### config.mk
export PLATFORM = sky130hd
export DESIGN_NAME = axil_regfile_slave
export DESIGN_NICKNAME = d
export VERILOG_FILES = /design/src/rtl/axil_pkg.sv /design/src/rtl/axil_reg_bank.sv /design/src/rtl/axil_regfile_slave.sv
export SDC_FILE = /design/constraint.sdc
export NUM_CORES = 1
export LEC_CHECK = 0
export ABC_AREA = 1
export BUFFER_PORTS_ARGS = -buffer_cell sky130_fd_sc_hd__buf_2
export CORE_UTILIZATION = 40
export CTS_CLUSTER_DIAMETER = 120
export CTS_CLUSTER_SIZE = 40
export DETAILED_ROUTE_END_ITERATION = 6
export PLACE_DENSITY = 0.72
export SYNTH_ARGS = -nofsm -noshare
export SYNTH_HDL_FRONTEND = slang
export SYNTH_HIERARCHICAL = 1
export SYNTH_SLANG_ARGS = --single-unit
### constraint.sdc
create_clock -name ACLK -period 2.9 [get_ports ACLK]
set_input_delay 0.145 -clock ACLK [delete_from_list [all_inputs] [get_ports ACLK]]
set_output_delay 0.145 -clock ACLK [all_outputs]
set_load 0.005 [all_outputs]
### src/rtl/axil_pkg.sv
// Shared types and defaults for the AXI4-Lite register file slave.
package axil_pkg;

  typedef enum logic [1:0] {
    OKAY   = 2'b00,
    SLVERR = 2'b10
  } resp_e;

  localparam int AXIL_ADDR_W   = 8;
  localparam int AXIL_DATA_W   = 32;
  localparam int AXIL_NUM_REGS = 16;

  function automatic int strb_width(input int data_w);
    return data_w / 8;
  endfunction

endpackage

### src/rtl/axil_reg_bank.sv
// Register storage with byte-enable writes, an index read mux and a flat view of every register.
module axil_reg_bank
  import axil_pkg::*;
#(
  parameter int DATA_W   = AXIL_DATA_W,
  parameter int NUM_REGS = AXIL_NUM_REGS,
  parameter int IDX_W    = 6
) (
  input  logic                       clk_i,
  input  logic                       rst_ni,
  input  logic                       we_i,
  input  logic [IDX_W-1:0]           widx_i,
  input  logic [DATA_W-1:0]          wdata_i,
  input  logic [DATA_W/8-1:0]        wbe_i,
  input  logic [IDX_W-1:0]           ridx_i,
  output logic [DATA_W-1:0]          rdata_o,
  output logic [NUM_REGS*DATA_W-1:0] regs_o
);

  localparam int STRB_W = strb_width(DATA_W);

  logic [DATA_W-1:0] mem_q [NUM_REGS];
  logic [DATA_W-1:0] mem_d [NUM_REGS];

  always_comb begin
    for (int r = 0; r < NUM_REGS; r++) begin
      mem_d[r] = mem_q[r];
      if (we_i && (widx_i == IDX_W'(r))) begin
        for (int b = 0; b < STRB_W; b++) begin
          if (wbe_i[b]) mem_d[r][b*8 +: 8] = wdata_i[b*8 +: 8];
        end
      end
    end
  end

  always_ff @(posedge clk_i or negedge rst_ni) begin
    if (!rst_ni) begin
      for (int r = 0; r < NUM_REGS; r++) mem_q[r] <= '0;
    end else begin
      for (int r = 0; r < NUM_REGS; r++) mem_q[r] <= mem_d[r];
    end
  end

  // Indices beyond NUM_REGS fall through to zero.
  always_comb begin
    rdata_o = '0;
    for (int r = 0; r < NUM_REGS; r++) begin
      if (ridx_i == IDX_W'(r)) rdata_o = mem_q[r];
    end
  end

  for (genvar g = 0; g < NUM_REGS; g++) begin : g_flat
    assign regs_o[g*DATA_W +: DATA_W] = mem_q[g];
  end

endmodule

### src/rtl/axil_regfile_slave.sv
// AXI4-Lite slave exposing NUM_REGS registers; AW/W held independently, SLVERR on out-of-range index.
// Optional macro AXIL_WSTRB_EN enables per-byte write strobes (otherwise WSTRB is ignored).
module axil_regfile_slave
  import axil_pkg::*;
#(
  parameter int ADDR_W   = AXIL_ADDR_W,
  parameter int DATA_W   = AXIL_DATA_W,
  parameter int NUM_REGS = AXIL_NUM_REGS
) (
  input  logic                       ACLK,
  input  logic                       ARESETn,
  input  logic [ADDR_W-1:0]          AWADDR,
  input  logic                       AWVALID,
  output logic                       AWREADY,
  input  logic [DATA_W-1:0]          WDATA,
  input  logic [DATA_W/8-1:0]        WSTRB,
  input  logic                       WVALID,
  output logic                       WREADY,
  output logic [1:0]                 BRESP,
  output logic                       BVALID,
  input  logic                       BREADY,
  input  logic [ADDR_W-1:0]          ARADDR,
  input  logic                       ARVALID,
  output logic                       ARREADY,
  output logic [DATA_W-1:0]          RDATA,
  output logic [1:0]                 RRESP,
  output logic                       RVALID,
  input  logic                       RREADY,
  output logic [NUM_REGS*DATA_W-1:0] reg_q
);

  localparam int STRB_W = strb_width(DATA_W);
  localparam int LSB    = $clog2(STRB_W);
  localparam int IDX_W  = ADDR_W - LSB;

  function automatic logic idx_in_range(input logic [IDX_W-1:0] idx);
    return 32'(idx) < 32'(NUM_REGS);
  endfunction

  logic              aw_held_q, aw_held_d;
  logic [IDX_W-1:0]  aw_idx_q, aw_idx_d;
  logic              w_held_q, w_held_d;
  logic [DATA_W-1:0] w_data_q, w_data_d;
  logic              bvalid_q, bvalid_d;
  resp_e             bresp_q, bresp_d;
  logic              rvalid_q, rvalid_d;
  logic [DATA_W-1:0] rdata_q, rdata_d;
  resp_e             rresp_q, rresp_d;

  logic              aw_hs, w_hs, ar_hs, commit, wr_err, rd_err;
  logic [IDX_W-1:0]  aw_idx_cur, ar_idx;
  logic [DATA_W-1:0] w_data_cur, bank_rdata;
  logic [STRB_W-1:0] wbe;
  logic              unused_addr_lsb;

  assign AWREADY = !aw_held_q;
  assign WREADY  = !w_held_q;
  assign ARREADY = !rvalid_q || RREADY;
  assign BVALID  = bvalid_q;
  assign BRESP   = bresp_q;
  assign RVALID  = rvalid_q;
  assign RDATA   = rdata_q;
  assign RRESP   = rresp_q;

  assign unused_addr_lsb = ^{AWADDR[LSB-1:0], ARADDR[LSB-1:0]};

  assign aw_hs = AWVALID && AWREADY;
  assign w_hs  = WVALID && WREADY;
  assign ar_hs = ARVALID && ARREADY;

  // A channel arriving this cycle is used directly so commit lands on the handshake edge.
  assign aw_idx_cur = aw_held_q ? aw_idx_q : AWADDR[ADDR_W-1:LSB];
  assign w_data_cur = w_held_q ? w_data_q : WDATA;
  assign commit     = (aw_held_q || aw_hs) && (w_held_q || w_hs) && (!bvalid_q || BREADY);
  assign wr_err     = !idx_in_range(aw_idx_cur);
  assign ar_idx     = ARADDR[ADDR_W-1:LSB];
  assign rd_err     = !idx_in_range(ar_idx);

`ifdef AXIL_WSTRB_EN
  logic [STRB_W-1:0] w_strb_q, w_strb_d;
  assign wbe = w_held_q ? w_strb_q : WSTRB;

  always_comb begin
    w_strb_d = w_strb_q;
    if (!commit && w_hs) w_strb_d = WSTRB;
  end

  always_ff @(posedge ACLK or negedge ARESETn) begin
    if (!ARESETn) w_strb_q <= '0;
    else          w_strb_q <= w_strb_d;
  end
`else
  logic unused_wstrb;
  assign unused_wstrb = ^WSTRB;
  assign wbe          = '1;
`endif

  axil_reg_bank #(
    .DATA_W   (DATA_W),
    .NUM_REGS (NUM_REGS),
    .IDX_W    (IDX_W)
  ) u_bank (
    .clk_i   (ACLK),
    .rst_ni  (ARESETn),
    .we_i    (commit && !wr_err),
    .widx_i  (aw_idx_cur),
    .wdata_i (w_data_cur),
    .wbe_i   (wbe),
    .ridx_i  (ar_idx),
    .rdata_o (bank_rdata),
    .regs_o  (reg_q)
  );

  always_comb begin
    aw_held_d = aw_held_q;
    aw_idx_d  = aw_idx_q;
    w_held_d  = w_held_q;
    w_data_d  = w_data_q;
    bvalid_d  = bvalid_q;
    bresp_d   = bresp_q;
    rvalid_d  = rvalid_q;
    rdata_d   = rdata_q;
    rresp_d   = rresp_q;

    if (commit) begin
      aw_held_d = 1'b0;
      w_held_d  = 1'b0;
      bvalid_d  = 1'b1;
      bresp_d   = wr_err ? SLVERR : OKAY;
    end else begin
      if (aw_hs) begin
        aw_held_d = 1'b1;
        aw_idx_d  = AWADDR[ADDR_W-1:LSB];
      end
      if (w_hs) begin
        w_held_d = 1'b1;
        w_data_d = WDATA;
      end
      if (BREADY) bvalid_d = 1'b0;
    end

    // Bank read sees pre-write contents, so a same-edge write is not visible here.
    if (ar_hs) begin
      rvalid_d = 1'b1;
      rdata_d  = rd_err ? '0 : bank_rdata;
      rresp_d  = rd_err ? SLVERR : OKAY;
    end else if (RREADY) begin
      rvalid_d = 1'b0;
    end
  end

  always_ff @(posedge ACLK or negedge ARESETn) begin
    if (!ARESETn) begin
      aw_held_q <= 1'b0;
      aw_idx_q  <= '0;
      w_held_q  <= 1'b0;
      w_data_q  <= '0;
      bvalid_q  <= 1'b0;
      bresp_q   <= OKAY;
      rvalid_q  <= 1'b0;
      rdata_q   <= '0;
      rresp_q   <= OKAY;
    end else begin
      aw_held_q <= aw_held_d;
      aw_idx_q  <= aw_idx_d;
      w_held_q  <= w_held_d;
      w_data_q  <= w_data_d;
      bvalid_q  <= bvalid_d;
      bresp_q   <= bresp_d;
      rvalid_q  <= rvalid_d;
      rdata_q   <= rdata_d;
      rresp_q   <= rresp_d;
    end
  end

endmodule

== Word level (Yosys, flattened, before mapping) ==
Index checks and enable logic that the tools add are counted.

* Input bits: 59
* Logic and storage cells: 125
* Register bits: 590
* Output and inout port bits: 553

* Bitwise logic cells: 1
* Magnitude comparators: 2
* Multiplexer cells: 29
* Reductions and logical operators: 38
* Equal/unequal tests: 30

{| class="wikitable"
|+ Operators with widths
! operator !! number
|-
| $mux 32 || 18
|-
| $eq 6x4->1 const B || 16
|-
| $eq 6x3->1 const B || 8
|-
| $eq 6x2->1 const B || 4
|-
| $logic_and 1x1->1 || 22
|-
| $eq 6x1->1 const B || 2
|-
| $logic_not 6->1 || 2
|-
| $lt 6x5->1 const B || 2
|-
| $mux 1 || 8
|-
| $reduce_bool 2->1 || 4
|-
| $mux 6 || 1
|-
| $logic_not 1->1 || 4
|-
| $logic_or 1x1->1 || 4
|-
| $mux 2 || 2
|-
| $reduce_and 2->1 || 2
|-
| $not 1->1 || 1
|}

== Depth between registers and ports, before layout ==
Gate-level depths: netlist (run 1).

* Depth after elaboration: 18
* Depth in mapped cells: 18
* Depth with buffers taken out: 16

== Hierarchy ==
Netlist (run 1), hierarchy kept.

{| class="wikitable"
|+ By module, submodules not included
! module !! area each (um^2) !! cells an instance !! instances
|-
| axil_reg_bank || 22935.7 || 2805 || 1
|-
| axil_regfile_slave || 3495.9 || 461 || 1
|}

== Least setup slack after synthesis (run 1) ==
Ideal clock, no wire load.

* Path type: reg2reg
* Start point: register aw_held_q
* End point: register u_bank.mem_q, in the netlist u_bank/regs_o[165]
* Library setup time: 0.133 ns
* Stages on the path, launching flop included: 14
* Path slack: 0.775 ns
* Arrival: 1.992 ns
* Clock period less this slack: 2.125 ns
* Data required time: 2.767 ns
* Cells stage by stage: dfrtp_1 buf_6 inv_2 nand2_2 nand3_4 buf_4 nor2_1 nand3_1 nor3_1 buf_2 nand3_1 clkbuf_1 nand2_1 o21ai_0

* Cells in the longest elaborated chain, start to end: 7
* Elaborated cells on any way between the ends: 10

{| class="wikitable"
|+ RTL lines
! item !! RTL line !! RTL
|-
| start, declared || axil_regfile_slave.sv:40 || <nowiki>logic aw_held_q, aw_held_d;</nowiki>
|-
| start signal, assigned || axil_regfile_slave.sv:164 || <nowiki>aw_held_q <= aw_held_d;</nowiki>
|-
| $logic_not 1->1 || axil_regfile_slave.sv:56 || <nowiki>assign AWREADY = !aw_held_q;</nowiki>
|-
| named net AWREADY || axil_regfile_slave.sv:14 || <nowiki>output logic AWREADY,</nowiki>
|-
| $logic_and 1x1->1 || axil_regfile_slave.sv:67 || <nowiki>assign aw_hs = AWVALID && AWREADY;</nowiki>
|-
| $logic_or 1x1->1 || axil_regfile_slave.sv:74 || <nowiki>assign commit = (aw_held_q || aw_hs) && (w_held_q || w_hs) && (!bvalid_q || BREADY);</nowiki>
|-
| $logic_and 1x1->1 (2 in a row) || axil_regfile_slave.sv:74 ||
|-
| $logic_and 1x1->1 || axil_regfile_slave.sv:105 || <nowiki>.we_i (commit && !wr_err),</nowiki>
|-
| $logic_and 1x1->1 || axil_reg_bank.sv:28 || <nowiki>if (we_i && (widx_i == IDX_W'(r))) begin</nowiki>
|-
| end, declared || axil_reg_bank.sv:22 || <nowiki>logic [DATA_W-1:0] mem_q [NUM_REGS];</nowiki>
|}

The timed path passes the listed nets, and every way through them passes these cells.
A chain may end at the register's enable or synchronous reset.

== Worst setup path in the final report (run 1) ==
* Start point: register aw_held_q
* End point: register u_bank.mem_q, in the netlist u_bank/regs_o[3]

* Cells in the longest elaborated chain, start to end: 7
* Elaborated cells on any way between the ends: 10

{| class="wikitable"
|+ RTL lines
! item !! RTL line
|-
| branches (longest 6 deep; another with $lt 6x5->1) || n/a
|-
| $logic_and 1x1->1 (*) || axil_reg_bank.sv:28
|}

Mark *: on every way between the ends.

==> flow_summary_export.csv, run 1 <==
group,metric,value,unit
run_status,status,"finished clean",
sta,min_period_over_period,95.2,%
power,switchingPower,7.14,mW
clock_network,cts_max_level,1,
placement,gp_congestion,0.935,
placement,io_buffer_count,601,
sta,rsz0062_at_grt,"true",
synthesis,seq_area_frac_synth,55.7,%
cells_and_area,layout.cells.non_filler,4693,
grt,antenna_found_initial,4,
routing,wl_met2,49300,µm
hold_path,worstHoldPathType,"in2async",
sta,tightest_slew,0.892,ns
routing,dr.pass1.iters,6,
clock_network,clockRootBuffer,"clkbuf_16",
job,maxCapViolCount,0,
setup_path,worstSetupPathType,"reg2reg",
setup_path,cp_slowest_cell,"dfrtp_1",
power,p_clk_share,19.5,%
placement,dp_hpwl,79200,µm
sta,finalSetupTns,0,ns
clock_network,clk_transition_reported_paths,0.15,ns
clock_network,clock_latency,0.60,ns
routing,avgRoutedWirePerCell,22.2,µm
cells_and_area,fillers,6370,
sta,clock.fmax,362,MHz
grt,overflow,0,
routing,drt_wl_total,104000,µm
cells_and_area,drive_gt1_share,20.9,%
setup_path,cpMostUsedCell,"nand2_1",
setup_path,slowest_delay,0.52,ns
setup_path,critical_path_arrival,3.22,ns
setup_path,cp_num_buf_inv,2,
grt,grt_max_degree,86,
die,start_util,40.7,%
power,p_leak,16.3,nW
routing,routed_via_density,5.41,
cells_and_area,syn2layout_area_growth,19.2,%
placement,placed_cell_area,30500,µm²
grt,grt_pass1_wl,154000,µm
grt,grt_pass1_vias,23700,
routing,drc,0,
routing,vias,25400,
routing,ant_nets,0,
setup_path,cp-startpoint,"aw_held_q",
sta,timing_hold_violations_final,0,
sta,finClkSkew,0.0199,ns
power,vdd_drop_max,0.544,mV
synthesis,yosysUniqueCellTypes,28,
sta,relSlewSlack,40.3,%
clock_network,numCtsBuffers,18,
die,die_h,259,µm
die,io_pins,612,
cells_and_area,final_cell_mix,"1240 x nand2_1, 600 x buf_2, 588 x dfrtp_1, 487 x o21ai_0, 167 x inv_1",
cells_and_area,area.sequential,14700,µm²
cells_and_area,multi_input_area,10300,µm²
cells_and_area,fin_area,31500,µm²
synthesis,ys_ff_latch,588,
setup_path,cp_cell_sequence,"o21ai_0 -> nand2_1 -> nor2_1 -> nand2_1 -> inv_2 -> nand3_1 -> nor3_2 -> buf_4 -> nand2_1 -> nand2_1 -> o21ai_0",
setup_path,worstReg2RegStart,"aw_held_q",
setup_path,crit_path_end_kind,"register",
placement,place_inst,4627,
sta,post-route-min-period,2.76,ns
cells_and_area,final_common_cell,"nand2_1",
sta,slew_viol_final,0,
setup_path,crit_fanout,16,
power,switching_share,37.3,%
synthesis,yosys_warnings,6,
setup_path,crit_path_start_kind,"register",
synthesis,synth.cell_area,26400,µm²
routing,top_layer,"met5",
cells_and_area,nets,3894,
clock_network,cts_tree,"yes",
die,dieWidth,259,µm
routing,met1_length,41000,µm
sta,setup_ws,0.139,ns
setup_path,critical_path_required,3.35,ns
synthesis,avgSynthCellArea,8.09,µm²
die,core-area,64900,µm²
die,die_area,67100,µm²
die,rows,93,
clock_network,cts_max_path_buffers,3,
power,seqPwrFrac,53.8,%
routing,wl_met3,8560,µm
routing,drt_iter0_drc,3096,
placement,pre_cts_ws,0.0100,ns
setup_path,crit_family,"simple AND/OR/NAND/NOR gates",
power,p_int,12.0,mW
sta,setup_viol,0,
power,power_frac_comb,26.7,%
grt,grt_use_total,30.4,%
clock_network,postCtsSetupRepairBufs,0,
clock_network,cts_sinks,588,
power,power.density,607,nW/µm²
synthesis,syn_inst,3266,
state kept, by name, summed over array words and instances, names as in the netlist:
| signal | flops |
|---|---|
| BRESP | 1 |
| BVALID | 1 |
| RDATA | 32 |
| RRESP | 1 |
| RVALID | 1 |
| aw_held_q | 1 |
| aw_idx_q | 6 |
| u_bank/regs_o | 512 |
| w_data_q | 32 |
| w_held_q | 1 |
synthesized netlist by cell type, drive strengths merged:
| cell | instances | area share, % |
|---|---|---|
| o21a | 29 | 0.82 |
| clkbuf | 137 | 1.9 |
| or2 | 47 | 1.1 |
| o21ai | 487 | 9.2 |
| conb | 2 | 0.028 |
| dfrtp | 588 | 56 |
| nand3 | 168 | 3.3 |
| nor2 | 157 | 2.5 |
| nand2 | 1251 | 18 |
| inv | 177 | 2.5 |
| a21oi | 44 | 0.83 |
| nor3 | 12 | 0.28 |
| buf | 59 | 1.3 |
| nand4 | 108 | 2.6 |
worst paths after layout:
check | end | slack, ns | depth (start not counted)
max in group asynchronous | u_bank/regs_o[39] | 1.94 | 3
hold reg to reg | w_data_q[5] | 0.49 | 2
min in group ACLK | RRESP[1] | 0.08 | 3
hold / removal | u_bank/regs_o[80] | 0.08 | 2
setup reg to reg | u_bank/regs_o[3] | 0.14 | 11
setup / recovery | u_bank/regs_o[3] | 0.14 | 11
per-layer routing:
layer	vias to the layer above	global-route usage, %
li1	11600	-
met1	12200	39.7
met2	1305	50.0
met3	242	4.79
met4	4	13.1
met5	-	0
power by group through the flow:
stage / Combinational, mW / Sequential (mW) / Clock (mW)
finish: 5.11 / 10.3 / 3.73
global route: 5.56 / 10.4 / 4.04
CTS: 5.07 / 10.3 / 3.82
detailed placement: 5.02 / 10.4 / 0
global placement: 4.93 / 10.4 / 0
floorplan: 2.30 / 10.3 / 0
what timing repair did:
item | CTS | global route
resized for setup | 0 | 11
endpoints found under the hold margin | 423 | 0
endpoints found under the setup margin | 0 | 71
hold buffers | 43 | 0
layout make-up:
type,instances,area share [%]
well taps,855,3.40
flip-flops and latches,588,46.7
diodes,3,0.0238
repair buffers,741,13.6
inverters,177,2.12
clock inverters,1,0.0516
multi-input cells,2309,32.6
clock buffers,19,1.51
through the flow:
| step | total power, mW | hold slack, ns | utilization (%) |
|---|---|---|---|
| 6_report | 19.1 | 0.0779 | 48.5 |
| 5_1_grt | 20.0 | 0.0598 | 48.5 |
| 4_1_cts | 19.2 | 0.0618 | 48.4 |
| 3_5_place_dp | 15.4 | 0.135 | 47.0 |
| 3_3_place_gp | 15.3 | 0.134 | 47.0 |
| 2_1_floorplan | 12.6 | -0.151 | - |
cells by family (layout without fill, tap and decap cells):
| kind of cell | Yosys count | after routing | share of synthesized area (%) |
|---|---|---|---|
| simple gates | 1743 | 1743 | 27.6 |
| buf+inv | 373 | 938 | 5.79 |
| flops | 588 | 588 | 55.7 |
| other cells | 2 | 9 | 0.0284 |
| compound gates | 560 | 560 | 10.9 |
No activity file was read; power rests on OpenSTA's default activity.
==> run 2: changes to the inputs <==
--- a/config.mk
+++ b/config.mk
@@ -7,11 +7,14 @@
 export LEC_CHECK = 0
 export ABC_AREA = 1
 export BUFFER_PORTS_ARGS = -buffer_cell sky130_fd_sc_hd__buf_2
+export CELL_PAD_IN_SITES_DETAIL_PLACEMENT = 0
+export CELL_PAD_IN_SITES_GLOBAL_PLACEMENT = 1
+export CORE_MARGIN = 2
 export CORE_UTILIZATION = 40
 export CTS_CLUSTER_DIAMETER = 120
 export CTS_CLUSTER_SIZE = 40
 export DETAILED_ROUTE_END_ITERATION = 6
-export PLACE_DENSITY = 0.72
+export PLACE_DENSITY = 0.91
 export SYNTH_ARGS = -nofsm -noshare
 export SYNTH_HDL_FRONTEND = slang
 export SYNTH_HIERARCHICAL = 1
==> run 2 against run 1 <==
  * Routed wire length fell by 1.3%
  * Total power fell by 0.18%
  * First-iteration DRC count fell by 10%
  * Critical path depth fell by 3
  * Combinational power barely moved
  * Sequential share of layout area fell by 0.069 points
  * Sequential cell count did not move
  * Via count fell by 0.99%
  * Critical endpoint is now u_bank/regs_o[352]
==> flow_summary_export.csv, run 2 (synthesis results as in run 1) <==
group,metric,value,unit
grt,grt_pass1_vias,23500,
power,switching_share,36.9,%
clock_network,numCtsBuffers,18,
grt,grt_max_degree,83,
cells_and_area,nets,3896,
grt,grt_use_total,29.4,%
sta,setup_ws,0.244,ns
power,seqPwrFrac,53.6,%
sta,timing_hold_violations_final,0,
cells_and_area,drive_gt1_share,21.0,%
placement,dp_hpwl,77500,µm
clock_network,cts_tree,"yes",
setup_path,crit_path_end_kind,"register",
sta,relSlewSlack,42.4,%
routing,vias,25100,
routing,avgRoutedWirePerCell,21.8,µm
clock_network,clock_latency,0.61,ns
setup_path,worstSetupPathType,"reg2reg",
placement,io_buffer_count,601,
run_status,status,"finished clean",
placement,pre_cts_ws,0.248,ns
routing,drt_iter0_drc,2780,
setup_path,crit_fanout,16,
cells_and_area,final_util,48.1,%
sta,slew_viol_final,0,
grt,antenna_found_initial,2,
power,switchingPower,7.05,mW
setup_path,cp_slowest_cell,"dfrtp_1",
cells_and_area,final_cell_mix,"1236 x nand2_1, 600 x buf_2, 588 x dfrtp_1, 487 x o21ai_0, 167 x inv_1",
sta,clock.fmax,377,MHz
setup_path,reg2reg_slack,0.24,ns
sta,setup_viol,0,
clock_network,cts_max_path_buffers,3,
clock_network,cts_sinks,588,
cells_and_area,syn2layout_area_growth,19.4,%
cells_and_area,final_common_cell,"nand2_1",
grt,overflow,0,
sta,tightest_slew,0.864,ns
power,p_int,12.0,mW
routing,dr.pass1.iters,6,
die,io_pins,612,
setup_path,crit_family,"simple AND/OR/NAND/NOR gates",
power,power,19.1,mW
sta,post-route-min-period,2.66,ns
power,p_leak,16.3,nW
sta,finClkSkew,0.0265,ns
hold_path,worstHoldPathType,"in2reg",
placement,gp_congestion,0.914,
power,power_frac_comb,26.6,%
setup_path,cp_cell_sequence,"o21ai_0 -> nand2_1 -> nor2_1 -> nand2_1 -> nor2_2 -> buf_4 -> nand3_1 -> o21ai_0",
die,die_h,261,µm
power,power.density,605,nW/µm²
cells_and_area,largest_reg_flops,512,
clock_network,clockRootBuffer,"clkbuf_16",
setup_path,critical_path_required,3.40,ns
power,p_clk_share,19.8,%
clock_network,cts_max_level,1,
setup_path,crit_path_start_kind,"register",
die,die_area,68200,µm²
setup_path,cp_num_buf_inv,1,
die,core-area,65600,µm²
sta,min_period_over_period,91.6,%
die,dieWidth,261,µm
clock_network,clk_transition_reported_paths,0.15,ns
setup_path,critical_path_arrival,3.16,ns
die,rows,94,
routing,routed_via_density,5.34,
routing,drc,0,
cells_and_area,fillers,6537,
routing,drt_wl_total,103000,µm
routing,ant_nets,0,
die,start_util,40.3,%
setup_path,slowest_delay,0.51,ns
power,vdd_drop_max,0.382,mV
grt,grt_pass1_wl,151000,µm
job,maxCapViolCount,0,
## run 2: cell count changes in the layout (fill, tap and decap cells not counted), sizes merged
cell and change:
buf +2, clkbuf +2, inv +1, clkinv -1
diode -1
## run 2: final cells by class
type                            instances  area [µm²]  area share, %
Antenna cell                            2        5.00         0.0159
Timing Repair Buffer                  743        4300           13.6
Clock inverter                          1        8.76         0.0278
Multi-Input combinational cell       2309       10300           32.5
Tap cell                              864        1080           3.43
Sequential cell                       588       14700           46.6
Clock buffer                           21         503           1.59
Inverter                              177         667           2.11
## run 2: path summary, 6_finish.rpt
check / start / endpoint / depth (start not counted)
max in group asynchronous: ARESETn / u_bank/regs_o[269] / 3
hold reg to reg: aw_idx_q[1] / aw_idx_q[1] / 2
min in group asynchronous: ARESETn / w_data_q[22] / 2
setup / recovery: aw_held_q / u_bank/regs_o[352] / 8
setup reg to reg: aw_held_q / u_bank/regs_o[352] / 8
hold / removal: ARADDR[6] / RRESP[1] / 3
## run 2: worst min-delay path, cell delays in order
cell and delay [ns]:
buf_2 0.12, nor2_1 0.16, o21ai_0 0.19
## run 2: power groups by stage
| stage | logic, mW | registers, mW | clock network [mW] |
|---|---|---|---|
| 2_1_floorplan | 2.30 | 10.3 | 0 |
| 3_3_place_gp | 4.93 | 10.3 | 0 |
| 3_5_place_dp | 5.01 | 10.4 | 0 |
| 4_1_cts | 5.07 | 10.2 | 3.87 |
| 5_1_grt | 5.57 | 10.4 | 4.09 |
| 6_report | 5.08 | 10.2 | 3.78 |
## run 2: routing by layer
layer | GRT usage [%] | share of wire, % | up-vias
li1 | - | - | 11600
met1 | 38.6 | 40 | 12200
met2 | 49.0 | 48 | 1088
met3 | 4.70 | 7.2 | 208
met4 | 11.7 | 4.6 | 2
met5 | 0 | 0.013 | -
## run 2: through the flow
stage	setup TNS (ns)	hold WS, ns	instances	area [µm²]
finish	0	0.0475	4705	31600
global route	-0.00193	0.0924	4703	31500
CTS	0	0.0489	4703	31500
detailed placement	0	0.217	4638	30600
global placement	0	0.229	4638	30600
floorplan	0	-0.151	3270	26400
## run 2: timing repair
item                       CTS  global route
hold endpoints to repair   114             0
gates resized for setup      0            11
setup endpoints to repair    0            62
setup buffers                0             0
hold buffers                43             0
==> run 3: changes to the inputs <==
--- a/config.mk
+++ b/config.mk
@@ -11,7 +11,7 @@
 export CELL_PAD_IN_SITES_GLOBAL_PLACEMENT = 1
 export CORE_MARGIN = 2
 export CORE_UTILIZATION = 40
-export CTS_CLUSTER_DIAMETER = 120
+export CTS_CLUSTER_DIAMETER = 40
 export CTS_CLUSTER_SIZE = 40
 export DETAILED_ROUTE_END_ITERATION = 6
 export PLACE_DENSITY = 0.91
==> constraint.sdc (replaced) <==
create_clock -name ACLK -period 2.6 [get_ports ACLK]
set_input_delay 0.13 -clock ACLK [delete_from_list [all_inputs] [get_ports ACLK]]
set_output_delay 0.13 -clock ACLK [all_outputs]
set_load 0.005 [all_outputs]
==> run 3 against run 2 <==
  * The run now ends with DRC, hold timing left
  * Die area unchanged
  * Routed wire length rose by 2.4%
  * Via count is 3.4% higher
  * Fmax is 8.0% higher
  * Largest cell class unchanged
==> flow_summary_export.csv, run 3 (synthesis results as in run 1) <==
group,metric,value,unit
hold_path,worstHoldPathType,"in2reg",
setup_path,worstReg2RegStart,"aw_held_q",
setup_path,worstSetupPathType,"reg2reg",
clock_network,numCtsBuffers,99,
setup_path,critical_path_arrival,2.91,ns
placement,gp_congestion,0.881,
setup_path,crit_fanout,16,
grt,grt_pass1_wl,154000,µm
sta,timing_hold_violations_final,1,
clock_network,clk_transition_reported_paths,0.05,ns
setup_path,timing.rr.end,"u_bank/regs_o[293]",
setup_path,crit_path_end_kind,"register",
sta,clock.fmax,407,MHz
setup_path,crit_path_start_kind,"register",
die,dieWidth,261,µm
setup_path,ff2ff_path_depth,10,
die,rows,94,
setup_path,reg2reg_slack,0.14,ns
sta,whs,-0.000127,ns
cells_and_area,largest_reg_flops,512,
clock_network,clock_latency,0.64,ns
hold_path,whs_endpoint,"RRESP[1]",
run_status,violations,"DRC, hold timing",
power,p_leak,18.0,nW
grt,antenna_found_initial,3,
clock_network,cts_max_path_buffers,3,
routing,dr.pass1.iters,7,
die,core-area,65600,µm²
cells_and_area,final_cell_mix,"1243 x nand2_1, 600 x buf_2, 588 x dfrtp_1, 487 x o21ai_0, 167 x inv_1",
routing,drt_wl_total,105000,µm
sta,setup_viol,0,
clock_network,cts_tree,"yes",
cells_and_area,syn2layout_area_growth,32.0,%
placement,io_buffer_count,601,
sta,post-route-min-period,2.46,ns
sta,slew_viol_final,0,
sta,setup_ws,0.141,ns
sta,finClkSkew,0.0298,ns
cells_and_area,drive_gt1_share,24.3,%
clock_network,cts_max_level,3,
run_status,status,"finished with violations",
placement,pre_cts_ws,0.217,ns
clock_network,clockRootBuffer,"clkbuf_16",
cells_and_area,final_common_cell,"nand2_1",
sta,min_period_over_period,94.6,%
die,die_area,68200,µm²
routing,routed_via_density,5.29,
routing,drc,24,
hold_path,worstHoldStart,"ARADDR[6]",
grt,grt_use_total,30.1,%
routing,ant_nets,0,
routing,vias,26000,
die,start_util,40.3,%
sta,finalSetupTns,0,ns
cells_and_area,nets,4018,
cells_and_area,final_util,53.2,%
die,io_pins,612,
grt,grt_pass1_vias,24600,
sta,rsz0062_at_grt,"true",
clock_network,cts_sinks,588,
cells_and_area,fillers,6136,
placement,dp_hpwl,77500,µm
job,maxCapViolCount,0,
power,vdd_drop_max,0.521,mV
routing,avgRoutedWirePerCell,21.4,µm
grt,grt_max_degree,86,
sta,relSlewSlack,47.1,%
sta,tightest_slew,0.792,ns
grt,overflow,0,
power,power.density,883,nW/µm²
die,die_h,261,µm
hold_path,whs_path_depth,3,
setup_path,critical_path_required,3.05,ns
routing,drt_iter0_drc,2757,
run 3: cell types whose count changed in the layout (fill, tap and decap cells not counted), sizes merged:
cell,previous run,this run
dlygate4sd3,43,49
inv,178,188
clkinv,0,21
buf,700,735
clkbuf,21,125
bufinv,0,13
clkinvlp,0,12
diode,2,1
run 3: cell type report:
type | count | area (µm²) | share of cell area (%)
inverters | 177 | 667 | 1.91
diodes | 1 | 2.50 | 0.00717
well taps | 864 | 1080 | 3.10
repair buffers | 784 | 4690 | 13.4
clock inverters | 57 | 769 | 2.20
flip-flops and latches | 588 | 14700 | 42.2
clock buffers | 125 | 2740 | 7.84
multi-input cells | 2309 | 10200 | 29.3
run 3: per-layer routing:
layer,wire length [µm],part of all wire (%),track usage (%)
met5,16,0.015,0
met4,5240,5.0,14.7
met3,9090,8.6,6.82
met2,50100,48,49.7
met1,40700,39,37.4
run 3: what timing repair did:
item                                   4_1_cts  5_1_grt
hold buffers                                49        0
gates resized for setup                      0        2
endpoints found under the hold margin      381        0
setup buffers                                0        0
setup endpoints to repair                    0       20
run 3: critical path: stages (launching register included):
cell,delay [ns]
dfrtp_1,0.48
o21ai_0,0.26
nand2_1,0.13
nor2_1,0.14
nand2_1,0.17
nor3_2,0.27
buf_4,0.29
nand3_1,0.10
buf_4,0.20
nand2_1,0.08
o21ai_0,0.12
run 3: through the flow:
| step | cells | cell area (µm²) | power (mW) |
|---|---|---|---|
| 6_report | 4905 | 34900 | 30.8 |
| 5_1_grt | 4904 | 34900 | 32.1 |
| 4_1_cts | 4904 | 34900 | 30.9 |
| 3_5_place_dp | 4673 | 30900 | 17.2 |
| 3_3_place_gp | 4673 | 30900 | 17.1 |
| 2_1_floorplan | 3270 | 26400 | 14.0 |
run 3: worst max-delay path by stage:
stage | from | cells after the start | slack, ns | endpoint
5_1_grt | aw_held_q | 11 | -0.05 | u_bank/regs_o[18]
3_3_place_gp | ARADDR[7] | 12 | 0.25 | RDATA[3]
3_5_place_dp | aw_held_q | 11 | 0.22 | u_bank/regs_o[23]
6_report | aw_held_q | 10 | 0.14 | u_bank/regs_o[293]
2_1_floorplan | aw_held_q | 13 | 0.47 | u_bank/regs_o[165]
4_1_cts | aw_held_q | 11 | 0.17 | u_bank/regs_o[31]
run 3: report_power, final:
part           internal, mW  switching (mW)  total, mW
logic                  1.67            4.06       5.74
clock network          8.80            4.83       13.6
registers              10.4            1.02       11.5
total                  20.9            9.91       30.8
